===== config.mk =====
export PLATFORM = sky130hd
export DESIGN_NAME = mem_bus_arbiter
export DESIGN_NICKNAME = d
export VERILOG_FILES = /design/src/rtl/sys_defs.sv /design/src/rtl/arb_owner_table.sv /design/src/rtl/mem_bus_arbiter.sv
export SDC_FILE = /design/constraint.sdc
export NUM_CORES = 1
export LEC_CHECK = 0
export ABC_AREA = 1
export CORE_AREA = 2 2 164 166
export CTS_CLUSTER_DIAMETER = 200
export DETAILED_ROUTE_END_ITERATION = 12
export DIE_AREA = 0 0 166 168
export SLEW_MARGIN = 15
export SYNTH_ARGS = -nofsm -noshare
export SYNTH_HDL_FRONTEND = slang
export SYNTH_SLANG_ARGS = --single-unit

===== constraint.sdc =====
create_clock -name clock -period 6.74 [get_ports clock]
set_input_delay 1.348 -clock clock [delete_from_list [all_inputs] [get_ports clock]]
set_output_delay 1.348 -clock clock [all_outputs]
set_load 0.02 [all_outputs]

===== src/rtl/sys_defs.sv =====
// Shared bus encodings, requester identities and tag sizing for the memory
// bus arbiter and its owner table.
package sys_defs;

  localparam int TAG_W    = 4;
  localparam int NUM_TAGS = 1 << TAG_W;
  localparam int CNT_W    = TAG_W + 1;

  typedef enum logic [1:0] {
    BUS_NONE  = 2'd0,
    BUS_LOAD  = 2'd1,
    BUS_STORE = 2'd2
  } bus_command_t;

  typedef enum logic [1:0] {
    OWNER_D = 2'd0,
    OWNER_I = 2'd1,
    OWNER_P = 2'd2
  } owner_t;

  typedef enum logic [1:0] {
    GNT_NONE = 2'd0,
    GNT_D    = 2'd1,
    GNT_I    = 2'd2,
    GNT_P    = 2'd3
  } grant_t;

endpackage


===== src/rtl/arb_owner_table.sv =====
// Tracks which requester owns each outstanding memory tag, counts the
// outstanding tags and decodes completions into per-requester strobes.
module arb_owner_table
  import sys_defs::*;
(
  input  logic             clock,
  input  logic             reset,
  input  logic             alloc_en,
  input  logic [TAG_W-1:0] alloc_tag,
  input  owner_t           alloc_owner,
  input  logic [TAG_W-1:0] cpl_tag,
  output logic             d_done,
  output logic             i_done,
  output logic             p_done,
  output logic [CNT_W-1:0] inflight
);

  logic [NUM_TAGS-1:0] valid;
  owner_t              owner [NUM_TAGS];
  logic                cpl_hit;
  logic                alloc_new;

  assign cpl_hit = (cpl_tag != '0) && valid[cpl_tag];

  // Re-allocating a tag that is retiring this same cycle still adds one entry,
  // which cancels the retirement in the count.
  assign alloc_new = alloc_en &&
                     (!valid[alloc_tag] || (cpl_hit && (cpl_tag == alloc_tag)));

  always_comb begin
    d_done = 1'b0;
    i_done = 1'b0;
    p_done = 1'b0;
    if (cpl_hit) begin
      case (owner[cpl_tag])
        OWNER_D: d_done = 1'b1;
        OWNER_I: i_done = 1'b1;
        OWNER_P: p_done = 1'b1;
        default: ;
      endcase
    end
  end

  always_ff @(posedge clock or negedge reset) begin
    if (!reset) begin
      valid    <= '0;
      inflight <= '0;
      for (int k = 0; k < NUM_TAGS; k++) owner[k] <= OWNER_D;
    end else begin
      if (cpl_hit) valid[cpl_tag] <= 1'b0;
      // Allocation is written after the clear so it wins on a shared tag.
      if (alloc_en) begin
        valid[alloc_tag] <= 1'b1;
        owner[alloc_tag] <= alloc_owner;
      end
      case ({alloc_new, cpl_hit})
        2'b10:   inflight <= inflight + CNT_W'(1);
        2'b01:   inflight <= inflight - CNT_W'(1);
        default: ;
      endcase
    end
  end

endmodule


===== src/rtl/mem_bus_arbiter.sv =====
// Fixed-priority memory bus arbiter (dcache > icache > prefetch) with icache
// anti-starvation and tag-based completion routing.
module mem_bus_arbiter
  import sys_defs::*;
#(
  parameter int XLEN         = 32,
  parameter int STARVE_LIMIT = 4
) (
  input  logic             clock,
  input  logic             reset,
  input  logic [1:0]       d_command,
  input  logic [XLEN-1:0]  d_addr,
  input  logic [63:0]      d_data,
  input  logic [1:0]       i_command,
  input  logic [XLEN-1:0]  i_addr,
  input  logic [1:0]       p_command,
  input  logic [XLEN-1:0]  p_addr,
  input  logic [3:0]       mem2proc_response,
  input  logic [3:0]       mem2proc_tag,
  input  logic [63:0]      mem2proc_data,
  output logic [1:0]       proc2mem_command,
  output logic [XLEN-1:0]  proc2mem_addr,
  output logic [63:0]      proc2mem_data,
  output logic [3:0]       d_response,
  output logic [3:0]       i_response,
  output logic [3:0]       p_response,
  output logic             give_way,
  output logic             d_done,
  output logic             i_done,
  output logic             p_done,
  output logic [3:0]       done_tag,
  output logic [63:0]      done_data,
  output logic [4:0]       inflight
);

  localparam int SC_W = $clog2(STARVE_LIMIT + 1);

  logic [SC_W-1:0] starve;
  logic            full, starved;
  logic            d_load, d_store, i_load, p_load;
  logic            d_ok, i_ok, p_ok;
  grant_t          grant;
  logic            alloc_en;
  owner_t          alloc_owner;

  assign full    = (inflight == CNT_W'(NUM_TAGS - 1));
  assign starved = (starve >= SC_W'(STARVE_LIMIT));
  assign d_load  = (d_command == BUS_LOAD);
  assign d_store = (d_command == BUS_STORE);
  assign i_load  = (i_command == BUS_LOAD);
  assign p_load  = (p_command == BUS_LOAD);

  // Loads need a free tag; stores never take one and pass even when full.
  assign d_ok = reset && (d_store || (d_load && !full));
  assign i_ok = reset && i_load && !full;
  assign p_ok = reset && p_load && !full;

  always_comb begin
    grant = GNT_NONE;
    if (starved && i_ok) grant = GNT_I;
    else if (d_ok)       grant = GNT_D;
    else if (i_ok)       grant = GNT_I;
    else if (p_ok)       grant = GNT_P;
  end

  always_comb begin
    proc2mem_command = BUS_NONE;
    proc2mem_addr    = '0;
    d_response       = '0;
    i_response       = '0;
    p_response       = '0;
    alloc_owner      = OWNER_D;
    alloc_en         = 1'b0;
    case (grant)
      GNT_D: begin
        proc2mem_command = d_command;
        proc2mem_addr    = d_addr;
        d_response       = mem2proc_response;
        alloc_en         = d_load;
      end
      GNT_I: begin
        proc2mem_command = BUS_LOAD;
        proc2mem_addr    = i_addr;
        i_response       = mem2proc_response;
        alloc_owner      = OWNER_I;
        alloc_en         = 1'b1;
      end
      GNT_P: begin
        proc2mem_command = BUS_LOAD;
        proc2mem_addr    = p_addr;
        p_response       = mem2proc_response;
        alloc_owner      = OWNER_P;
        alloc_en         = 1'b1;
      end
      default: ;
    endcase
    if (mem2proc_response == '0) alloc_en = 1'b0;
  end

  assign proc2mem_data = d_data;
  assign give_way      = reset && p_load && (grant != GNT_P);
  assign done_tag      = mem2proc_tag;
  assign done_data     = mem2proc_data;

  // Any icache request that dcache beats counts as a loss, including stores
  // granted while icache loads are blocked by a full tag table.
  always_ff @(posedge clock or negedge reset) begin
    if (!reset) begin
      starve <= '0;
    end else if (!i_load || (grant == GNT_I)) begin
      starve <= '0;
    end else if ((grant == GNT_D) && (starve < SC_W'(STARVE_LIMIT))) begin
      starve <= starve + SC_W'(1);
    end
  end

  arb_owner_table u_owner_table (
    .clock       (clock),
    .reset       (reset),
    .alloc_en    (alloc_en),
    .alloc_tag   (mem2proc_response),
    .alloc_owner (alloc_owner),
    .cpl_tag     (mem2proc_tag),
    .d_done      (d_done),
    .i_done      (i_done),
    .p_done      (p_done),
    .inflight    (inflight)
  );

endmodule


==> impl_metrics.yaml <==
global_route:
  grt_pass1_vias: 4677
  grt_max_degree: 53
  grt-ovfl-total: 0
  gr-usage-all-layers_pct: 13.6
  grt_antenna_before_repair: 1
  grt_pass1_wl_um: 28700
placement:
  io_buffers: 170
  place_inst: 1070
  place_congestion: 0.894
  place_ws_ps: 1120
  hpwlAfterDp_um: 16200
sta:
  worst_pin_slew_ps: 878
  slew_violations: 0
  period_needed_ps: 5520
  fin_ws_ps: 1220
  hold_viol: 0
  setup_tns_ps: 0
  finalSetupViolCount: 0
  slew_headroom_pct: 41.3
  period_share_pct: 81.9
  fmax_mhz: 181
  rsz0062_at_grt: "no"
  finClkSkew_ps: 5.91
power_and_ir_drop:
  seq_power_share_pct: 37.8
  ir_drop_mv: 0.144
  power.density_nw_per_um2: 188
  leakage_uw: 0.00278
  intPower_uw: 734
  power.total_uw: 1150
  p_clk_share_pct: 23.4
  switching_share_pct: 36.2
  p_sw_uw: 417
  power_frac_comb_pct: 38.8
floorplanning:
  die_y_um: 168
  die-area_um2: 27900
  fp.dieW_um: 166
  io-pin-count: 427
  core_um2: 26400
  start_util_pct: 18.9
  rows: 60
yosys:
  synth.avg_cell_area_um2: 6.95
  synth_warnings: 0
  syn_nets: 961
  synth_ff_type: "dfrtp_1"
  ys_types: 33
  ys_ff_latch: 56
  synth_cells: 716
  synth_edf_count: 0
  ys_seq_area_share_pct: 28.1
  async_flop_share_pct: 100
  netlist_area_um2: 4980
route:
  drt-initial-drc-count: 316
  first_pass_iters: 5
  vias: 4668
  avgRoutedWirePerCell_um: 18.1
  post-route-drc-count: 0
  viasPerCell: 4.33
  wl_um: 19500
  antenna_left: 0
clock_tree:
  cts_buffer_depth: 2
  path_clk_slew_ps: 70
  htreeDepth: 2
  cts_hold_buffers: 0
  numCtsBuffers: 5
  cts_resized: 0
  cts_num_sinks: 56
  post_cts_buffers: 0
  root_buffer: "clkbuf_16"
  cts_tree: "yes"
  clkLatencyLatePin_ps: 300
finish:
  nets: 981
  drive_above_1_share_pct: 5.43
  finalNonFillerCells: 1078
  syn2layout_area_growth_pct: 23.0
  fillCellCount: 2936
  layout_common_cells: "nand2_1 (257), clkdlybuf4s50_1 (169), dfrtp_1 (56)"
  antenna_cells: 0
  mostFrequentLayoutCell: "nand2_1"
flow_run:
  cap_viol_max_count: 0
critical_path:
  crit_fanout: 44
  critPathRequiredTime_ps: 5390
  endpoint_kind: "output port"
  startpoint_type: "primary input"
  path_class: "primary input to output port"
  arrival_ps: 4170
worst_hold_path:
  hp-class: "flip-flop to flip-flop"
run_status:
  outcome: "finished clean"
-- path summary, 6_finish.rpt --
path | start | end | slack, ps | cells after the start
max | i_command[0] | proc2mem_addr[17] | 1220 | 10
min | u_owner_table.owner[31]$_DFFE_PN0P_ | u_owner_table.owner[31]$_DFFE_PN0P_ | 400 | 0
max reg2reg | u_owner_table.inflight[2]$_DFFE_PN0P_ | u_owner_table.inflight[4]$_DFFE_PN0P_ | 3460 | 20
min reg2reg | u_owner_table.owner[31]$_DFFE_PN0P_ | u_owner_table.owner[31]$_DFFE_PN0P_ | 400 | 0
max in group asynchronous | reset | u_owner_table.owner[25]$_DFFE_PN0P_ | 4880 | 2
min in group asynchronous | reset | u_owner_table.owner[14]$_DFFE_PN0P_ | 920 | 1
-- flip-flops by register name, summed over array words and instances (netlist names) --
signal	count
u_owner_table.owner	32
u_owner_table.valid	16
u_owner_table.inflight	5
starve	3
-- routing by layer --
layer | track usage (%) | vias to the layer above | routed length, µm
li1 | - | 2208 | -
met1 | 13.4 | 2181 | 6620
met2 | 26.9 | 235 | 10700
met3 | 3.10 | 44 | 1470
met4 | 5.82 | 0 | 685
met5 | 0 | - | 0
-- cells by family (layout without fill, tap and decap cells) --
family,after synthesis,after routing,share of synthesized area [%]
AND/OR/NAND/NOR,396,396,36.2
buffers and inverters,197,218,26.0
flip-flops,56,56,28.1
AO/OA/AOI/OAI,50,50,6.28
XOR/XNOR,12,12,2.11
adder cells (fa/ha/maj),5,5,1.26
-- power by group through the flow --
stage	sequential, µW	combinational, µW	clock (µW)
floorplan	440	341	0
global placement	441	447	0
detailed placement	442	451	0
CTS	435	453	274
global route	442	492	285
finish	435	447	269
-- layout make-up --
| cell class | instances | area [µm²] | share of cell area, % |
|---|---|---|---|
| Clock buffer | 8 | 146 | 2.39 |
| Timing Repair Buffer | 174 | 1730 | 28.2 |
| Sequential cell | 56 | 1400 | 22.9 |
| Multi-Input combinational cell | 463 | 2280 | 37.3 |
| Inverter | 36 | 138 | 2.25 |
| Tap cell | 341 | 427 | 6.97 |
-- cell usage after synthesis, drive strengths merged, types with 2 or more instances --
master,n,area (µm²)
xnor2,4,35.0
nor3,2,10.0
nor2,38,174
ha,5,62.6
nand2,261,1000
a22oi,24,180
clkbuf,8,31.3
dfrtp,56,1400
nand3,66,418
o21ai,21,105
nand4,27,184
buf,153,1120
inv,35,134
a21oi,4,20.0
xor2,8,70.1
-- critical path, stage by stage --
cell and delay, ps:
clkdlybuf4s50_1 470, nand3_1 100, inv_1 160, nand3_2 150, nand2_4 150, inv_4 150
nor2_8 530, nand2_1 260, nand3_1 190, clkdlybuf4s50_1 620
-- stage by stage --
| step | area (µm²) | util [%] | hold slack, ps |
|---|---|---|---|
| detailed placement | 5980 | 22.7 | 389 |
| CTS | 6120 | 23.2 | 406 |
| global placement | 5980 | 22.7 | 392 |
| global route | 6120 | 23.2 | 406 |
| floorplan | 4980 | - | 430 |
| finish | 6120 | 23.2 | 399 |
(Power assumes the default switching activity.)
